## config.mk

```make
export PLATFORM = sky130hd
export DESIGN_NAME = reg_to_apb_flat
export DESIGN_NICKNAME = d
export VERILOG_FILES = /design/src/rtl/reg_to_apb_if.sv /design/src/rtl/reg_to_apb.sv /design/src/flat_wrapper.sv
export SDC_FILE = /design/constraint.sdc
export NUM_CORES = 1
export LEC_CHECK = 0
export BUFFER_PORTS_ARGS = -buffer_cell sky130_fd_sc_hd__buf_4
export CAP_MARGIN = 10
export CORE_MARGIN = 2
export CORE_UTILIZATION = 46
export CTS_CLUSTER_DIAMETER = 80
export DETAILED_ROUTE_END_ITERATION = 12
export PLACE_DENSITY = 0.8
export SLEW_MARGIN = 20
export SYNTH_ARGS = -nofsm -noshare
export SYNTH_HDL_FRONTEND = slang
export SYNTH_SLANG_ARGS = --single-unit
```

## constraint.sdc

```tcl
create_clock -name clk_i -period 2.2 [get_ports clk_i]
set_clock_uncertainty 0.2 [all_clocks]
set_input_delay 0.11 -clock clk_i [delete_from_list [all_inputs] [get_ports clk_i]]
set_output_delay 0.11 -clock clk_i [all_outputs]
set_load 0.005 [all_outputs]
```

## src/rtl/reg_to_apb_if.sv

```systemverilog
// Bundles the request/response channel and the APB bus of the reg_to_apb bridge.
// The _i/_o suffixes are from the bridge's point of view: 'master' is the bridge, 'slave' is its environment.
interface reg_to_apb_if #(
    parameter int ADDR_WIDTH = 32,
    parameter int DATA_WIDTH = 32
);
    localparam int STRB_WIDTH = DATA_WIDTH / 8;

    logic                  req_valid_i;
    logic                  req_ready_o;
    logic [ADDR_WIDTH-1:0] req_addr_i;
    logic                  req_write_i;
    logic [DATA_WIDTH-1:0] req_wdata_i;
    logic [STRB_WIDTH-1:0] req_wstrb_i;

    logic                  rsp_valid_o;
    logic                  rsp_ready_i;
    logic [DATA_WIDTH-1:0] rsp_rdata_o;
    logic                  rsp_error_o;

    logic [ADDR_WIDTH-1:0] paddr_o;
    logic                  pwrite_o;
    logic [DATA_WIDTH-1:0] pwdata_o;
    logic [STRB_WIDTH-1:0] pstrb_o;
    logic [2:0]            pprot_o;
    logic                  psel_o;
    logic                  penable_o;
    logic [DATA_WIDTH-1:0] prdata_i;
    logic                  pready_i;
    logic                  pslverr_i;

    modport master (
        input  req_valid_i, req_addr_i, req_write_i, req_wdata_i, req_wstrb_i,
        output req_ready_o,
        input  rsp_ready_i,
        output rsp_valid_o, rsp_rdata_o, rsp_error_o,
        output paddr_o, pwrite_o, pwdata_o, pstrb_o, pprot_o, psel_o, penable_o,
        input  prdata_i, pready_i, pslverr_i
    );

    modport slave (
        output req_valid_i, req_addr_i, req_write_i, req_wdata_i, req_wstrb_i,
        input  req_ready_o,
        output rsp_ready_i,
        input  rsp_valid_o, rsp_rdata_o, rsp_error_o,
        input  paddr_o, pwrite_o, pwdata_o, pstrb_o, pprot_o, psel_o, penable_o,
        output prdata_i, pready_i, pslverr_i
    );
endinterface

```

## src/rtl/reg_to_apb.sv

```systemverilog
// Single-outstanding bridge from a valid/ready register request channel to an APB master port.
// Every output is a register or a decode of the state register, so no input reaches an output combinationally.
module reg_to_apb #(
    parameter int ADDR_WIDTH     = 32,
    parameter int DATA_WIDTH     = 32,
    parameter int TIMEOUT_CYCLES = 256
) (
    input  logic          clk_i,
    input  logic          rst_i,
    reg_to_apb_if.master  bus
);
    localparam int STRB_WIDTH = DATA_WIDTH / 8;
    localparam int CNT_W      = (TIMEOUT_CYCLES > 1) ? $clog2(TIMEOUT_CYCLES) : 1;
    localparam logic [CNT_W-1:0] CNT_LIMIT = CNT_W'((TIMEOUT_CYCLES > 0) ? TIMEOUT_CYCLES - 1 : 0);

    typedef enum logic [1:0] {
        IDLE,
        SETUP,
        ACCESS,
        RESP
    } state_e;

    state_e                state_q,  state_d;
    logic [ADDR_WIDTH-1:0] addr_q,   addr_d;
    logic                  write_q,  write_d;
    logic [DATA_WIDTH-1:0] wdata_q,  wdata_d;
    logic [STRB_WIDTH-1:0] strb_q,   strb_d;
    logic [DATA_WIDTH-1:0] rdata_q,  rdata_d;
    logic                  error_q,  error_d;
    logic [CNT_W-1:0]      cnt_q,    cnt_d;
    logic                  timeoutHit;

    // The counter holds the number of completed stalled ACCESS cycles, so the
    // limit is hit on the TIMEOUT_CYCLES-th ACCESS cycle; pready still wins there.
    assign timeoutHit = (TIMEOUT_CYCLES != 0) && (cnt_q == CNT_LIMIT);

    always_comb begin
        state_d = state_q;
        addr_d  = addr_q;
        write_d = write_q;
        wdata_d = wdata_q;
        strb_d  = strb_q;
        rdata_d = rdata_q;
        error_d = error_q;
        cnt_d   = cnt_q;

        case (state_q)
            IDLE: begin
                if (bus.req_valid_i) begin
                    state_d = SETUP;
                    addr_d  = bus.req_addr_i;
                    write_d = bus.req_write_i;
                    wdata_d = bus.req_write_i ? bus.req_wdata_i : '0;
                    strb_d  = bus.req_write_i ? bus.req_wstrb_i : '0;
                    cnt_d   = '0;
                end
            end
            SETUP: begin
                state_d = ACCESS;
            end
            ACCESS: begin
                if (bus.pready_i) begin
                    state_d = RESP;
                    rdata_d = write_q ? '0 : bus.prdata_i;
                    error_d = bus.pslverr_i;
                end else if (timeoutHit) begin
                    state_d = RESP;
                    rdata_d = '0;
                    error_d = 1'b1;
                end else begin
                    cnt_d = cnt_q + 1'b1;
                end
            end
            RESP: begin
                if (bus.rsp_ready_i) begin
                    state_d = IDLE;
                end
            end
            default: begin
                state_d = IDLE;
            end
        endcase
    end

    always_ff @(posedge clk_i) begin
        if (rst_i) begin
            state_q <= IDLE;
            addr_q  <= '0;
            write_q <= 1'b0;
            wdata_q <= '0;
            strb_q  <= '0;
            rdata_q <= '0;
            error_q <= 1'b0;
            cnt_q   <= '0;
        end else begin
            state_q <= state_d;
            addr_q  <= addr_d;
            write_q <= write_d;
            wdata_q <= wdata_d;
            strb_q  <= strb_d;
            rdata_q <= rdata_d;
            error_q <= error_d;
            cnt_q   <= cnt_d;
        end
    end

    assign bus.req_ready_o = (state_q == IDLE);
    assign bus.psel_o      = (state_q == SETUP) || (state_q == ACCESS);
    assign bus.penable_o   = (state_q == ACCESS);
    assign bus.rsp_valid_o = (state_q == RESP);
    assign bus.rsp_rdata_o = rdata_q;
    assign bus.rsp_error_o = error_q;
    assign bus.paddr_o     = addr_q;
    assign bus.pwrite_o    = write_q;
    assign bus.pwdata_o    = wdata_q;
    assign bus.pstrb_o     = strb_q;
    assign bus.pprot_o     = 3'b000;

    penableNeedsPsel: assert property (@(posedge clk_i) disable iff (rst_i)
        bus.penable_o |-> bus.psel_o);

    readyOnlyWhenIdle: assert property (@(posedge clk_i) disable iff (rst_i)
        bus.req_ready_o |-> (!bus.psel_o && !bus.rsp_valid_o));

    rspHeldUntilTaken: assert property (@(posedge clk_i) disable iff (rst_i)
        (bus.rsp_valid_o && !bus.rsp_ready_i) |=>
        (bus.rsp_valid_o && $stable(bus.rsp_rdata_o) && $stable(bus.rsp_error_o)));
endmodule

```

## src/flat_wrapper.sv

```systemverilog
// flat-port wrapper written by rule: the top's interface ports become plain ports
module reg_to_apb_flat 
#(
    parameter int ADDR_WIDTH     = 32,
    parameter int DATA_WIDTH     = 32,
    parameter int TIMEOUT_CYCLES = 256
)
  (clk_i, rst_i, bus_req_valid_i, bus_req_addr_i, bus_req_write_i, bus_req_wdata_i, bus_req_wstrb_i, bus_req_ready_o, bus_rsp_ready_i, bus_rsp_valid_o, bus_rsp_rdata_o, bus_rsp_error_o, bus_paddr_o, bus_pwrite_o, bus_pwdata_o, bus_pstrb_o, bus_pprot_o, bus_psel_o, bus_penable_o, bus_prdata_i, bus_pready_i, bus_pslverr_i);
  reg_to_apb_if #(.ADDR_WIDTH(ADDR_WIDTH), .DATA_WIDTH(DATA_WIDTH)) bus_i ();
  input  logic clk_i;
  input  logic rst_i;
  input wire logic [$bits(bus_i.req_valid_i)-1:0] bus_req_valid_i;
  input wire logic [$bits(bus_i.req_addr_i)-1:0] bus_req_addr_i;
  input wire logic [$bits(bus_i.req_write_i)-1:0] bus_req_write_i;
  input wire logic [$bits(bus_i.req_wdata_i)-1:0] bus_req_wdata_i;
  input wire logic [$bits(bus_i.req_wstrb_i)-1:0] bus_req_wstrb_i;
  output wire logic [$bits(bus_i.req_ready_o)-1:0] bus_req_ready_o;
  input wire logic [$bits(bus_i.rsp_ready_i)-1:0] bus_rsp_ready_i;
  output wire logic [$bits(bus_i.rsp_valid_o)-1:0] bus_rsp_valid_o;
  output wire logic [$bits(bus_i.rsp_rdata_o)-1:0] bus_rsp_rdata_o;
  output wire logic [$bits(bus_i.rsp_error_o)-1:0] bus_rsp_error_o;
  output wire logic [$bits(bus_i.paddr_o)-1:0] bus_paddr_o;
  output wire logic [$bits(bus_i.pwrite_o)-1:0] bus_pwrite_o;
  output wire logic [$bits(bus_i.pwdata_o)-1:0] bus_pwdata_o;
  output wire logic [$bits(bus_i.pstrb_o)-1:0] bus_pstrb_o;
  output wire logic [$bits(bus_i.pprot_o)-1:0] bus_pprot_o;
  output wire logic [$bits(bus_i.psel_o)-1:0] bus_psel_o;
  output wire logic [$bits(bus_i.penable_o)-1:0] bus_penable_o;
  input wire logic [$bits(bus_i.prdata_i)-1:0] bus_prdata_i;
  input wire logic [$bits(bus_i.pready_i)-1:0] bus_pready_i;
  input wire logic [$bits(bus_i.pslverr_i)-1:0] bus_pslverr_i;
  assign bus_i.req_valid_i = bus_req_valid_i;
  assign bus_i.req_addr_i = bus_req_addr_i;
  assign bus_i.req_write_i = bus_req_write_i;
  assign bus_i.req_wdata_i = bus_req_wdata_i;
  assign bus_i.req_wstrb_i = bus_req_wstrb_i;
  assign bus_req_ready_o = bus_i.req_ready_o;
  assign bus_i.rsp_ready_i = bus_rsp_ready_i;
  assign bus_rsp_valid_o = bus_i.rsp_valid_o;
  assign bus_rsp_rdata_o = bus_i.rsp_rdata_o;
  assign bus_rsp_error_o = bus_i.rsp_error_o;
  assign bus_paddr_o = bus_i.paddr_o;
  assign bus_pwrite_o = bus_i.pwrite_o;
  assign bus_pwdata_o = bus_i.pwdata_o;
  assign bus_pstrb_o = bus_i.pstrb_o;
  assign bus_pprot_o = bus_i.pprot_o;
  assign bus_psel_o = bus_i.psel_o;
  assign bus_penable_o = bus_i.penable_o;
  assign bus_i.prdata_i = bus_prdata_i;
  assign bus_i.pready_i = bus_pready_i;
  assign bus_i.pslverr_i = bus_pslverr_i;
  reg_to_apb #(.ADDR_WIDTH(ADDR_WIDTH), .DATA_WIDTH(DATA_WIDTH), .TIMEOUT_CYCLES(TIMEOUT_CYCLES)) u_core (.clk_i(clk_i), .rst_i(rst_i), .bus(bus_i));
endmodule
```

==> summary.txt <==
STA
  • Fin Setup TNS: 0 ns
  • Pins Over Slew Limit: 0
  • Period utilization: 0.9238
  • Final setup viols: 0
  • Worst setup margin: between 0.15 and 0.2 ns
  • Hold Slack: 0.08701 ns
  • Max Freq: 0.4920 GHz
  • RSZ-0062 raised after global routing: no
  • Minimum clock period: 2.032 ns
  • Final hold violation count: 0

Die
  • Core area: 9196 um^2
  • Die Wd: 101.2 um
  • Starting density of the core: 0.4721
  • # rows: 35
  • Ports: 216
  • Die ar.: 10,230 um^2
  • DIE HEIGHT: 101.2 um

Yosys
  • Distinct cells, synth: 38
  • Post-synth top flop: dfxtp_1
  • Share of the yosys chip area belonging to registers: 0.5164
  • Synth async-reset ratio: 0
  • Cell Area, Synth: approximately 4300 um^2
  • Gate Count Post-Synth: 529
  • Ys Warns: 0
  • EDFF count, synth: 0
  • Synth Register Bits: 112
  • Syn avg cell area: 8.207 um^2

Final layout
  • Final instance area: 7212 um^2
  • Multi-input gate area: about 1900 um^2
  • Layout Utilization: 0.7842
  • Layout cell share with drive strength beyond 1: 0.2973
  • Layout area overhead: 66.11%
  • Filler instances: around 550
  • Fin nets: 932
  • Register area: 2242 um^2

GRT
  • GRT Overall Usage: 0.2840
  • Initial antenna violation count: 0
  • Largest net degree at the start of global routing: 70
  • Vias in the first global route: 4,920
  • Global route overflow: 0
  • First-pass GRT wire length: 23,410 um

Clocking
  • Post-CTS setup buffers: 0
  • Total CTS buffers: 9
  • Worst skew pair latency: 0.35 ns
  • Clk root buf: clkbuf_8
  • Clock transition at path regs: 0.11 ns
  • CTS tree: built
  • CTS sink cnt: roughly 110
  • H-tree depth: 3
  • Clock Tree Buf Depth: 2

Detailed routing
  • Wire per inst: 16.45 um
  • Vias: 4,999
  • First-pass DRT Iterations: 6
  • DR vias/cell: 5.335
  • Remaining antenna violation count: 0
  • Initial DRC count: 216
  • WL final: 15,410 um
  • DRC: 0

Critical path
  • Critical path required time: 2.24 ns
  • WP data arrival: 2.07 ns
  • Worst-path fanout max: 7
  • CP Class: reg2reg
  • CP Capture Type: register
  • Critical Path Start Type: register

Power and ir drop
  • Clock power frac: 0.204
  • Comb pwr share: 0.351
  • PD cells: 756.7 nW/um^2
  • Psw: 1.858 mW
  • Switching share of power: 0.3404
  • Leak pwr: 3.045 nW
  • Sequential Power Share: 0.445
  • VDD IR max: approximately 0.00042 V
  • Internal: around 3.6 mW

Placed design
  • Hpwl dp: 8658 um
  • Placed inst area: 5959 um^2
  • GP Congestion: 0.8059
  • Port Buf Inserts: 212
  • Dpl ws: between 0.05 and 0.06 ns

Job
  • Max-Cap Viols: 0

Run status
  • Status: complete, no violations

Min path
  • Worst min-delay path category: in2reg
[kinds of logic after synthesis]
| logic type | count (synthesis) | synth area share |
|---|---|---|
| compound gates | 124 | 0.1545 |
| fa+ha+maj | 5 | 0.01441 |
| buf+inv | 51 | 0.05476 |
| flops | 112 | 0.5164 |
| mux | 2 | 0.005187 |
| other cells | 1 | 0.0008637 |
| simple gates | 234 | 0.2539 |
[layer usage]
layer,share of wire,track usage
met1,0.38,0.3270
met2,0.50,0.4997
met3,0.084,0.07039
met4,0.032,0.1237
met5,0,0
[critical path: stages (launching register included)]
cell,delay [ns]
dfxtp_1,0.44
inv_1,0.10
ha_1,0.27
nor2b_2,0.22
o21bai_1,0.21
a2111oi_0,0.40
a211oi_1,0.09
[metrics by stage]
stage | cells | power (mW)
5_1_grt | 935 | 5.744
2_1_floorplan | 531 | 3.353
3_5_place_dp | 814 | 4.144
4_1_cts | 935 | 5.384
6_report | 937 | 5.458
3_3_place_gp | 814 | 4.083
[repair_timing]
action                     CTS  global route
hold buffers               106             0
hold endpoints to repair   106             0
setup endpoints to repair    0            40
resized for setup            0             4
[cells in the final DEF, fill, tap and decap left out, types with 2 or more instances in the layout]
master / n
dfxtp_1: 112
mux2_2: 2
ha_1: 3
clkinv_2: 2
nand2b_1: 33
nor3_1: 2
nand2_1: 106
a31oi_1: 3
inv_1: 5
nor2_1: 6
nand4_1: 3
buf_12: 3
a41oi_1: 2
clkbuf_8: 9
buf_4: 215
clkinv_4: 2
diode_2: 2
nand3_1: 73
conb_1: 3
or4_1: 2
o21ai_0: 37
a21oi_1: 71
dlygate4sd3_1: 106
inv_6: 2
a311oi_1: 3
[area by class of cell]
class / count / area share
inverters: 5 / 0.002602
clock inverters: 6 / 0.006246
well taps: 111 / 0.01926
diodes: 2 / 0.0006940
repair buffers: 324 / 0.3792
clock buffers: 9 / 0.01718
flip-flops and latches: 112 / 0.3109
multi-input cells: 368 / 0.2639
[path summary, 6_finish.rpt]
path                                               from                 endpoint  slack (ns)  cells past startpoint
worst min-delay path                       bus_pready_i   u_core.bus.rsp_error_o        0.09                      5
worst min register to register  u_core.bus.pwdata_o[13]  u_core.bus.pwdata_o[13]        0.25                      2
worst max register to register        u_core.state_q[1]          u_core.cnt_q[2]        0.17                      6
worst max-delay path                  u_core.state_q[1]          u_core.cnt_q[2]        0.17                      6
[synth_stat cells, types with 4 or more instances]
library cell  count  area [um^2]
a21oi_1          71        355.3
buf_1             6        22.52
buf_2             4        20.02
buf_4             5        37.54
clkbuf_1         28        105.1
dfxtp_1         112         2242
ha_1              5        62.56
inv_1             5        18.77
nand2_1         107        401.6
nand2b_1         33        206.5
nand3_1          73        365.4
nor2_1            6        22.52
o21ai_0          37        185.2
[power by group through the flow]
| stage | registers, mW | clock network (mW) | logic [mW] |
|---|---|---|---|
| floorplan | 2.46 | 0 | 0.894 |
| global placement | 2.44 | 0 | 1.64 |
| detailed placement | 2.46 | 0 | 1.69 |
| CTS | 2.41 | 1.13 | 1.84 |
| global route | 2.45 | 1.22 | 2.07 |
| finish | 2.43 | 1.11 | 1.91 |
[sequential cells by signal (all words and copies together) (netlist names)]
signal and cells:
u_core.cnt_q 8, u_core.bus.pwrite_o 1, u_core.bus.pwdata_o 32, u_core.bus.rsp_rdata_o 32
u_core.bus.paddr_o 32, u_core.bus.rsp_error_o 1, u_core.state_q 2, u_core.bus.pstrb_o 4
Power figures use the tool's default switching activity.
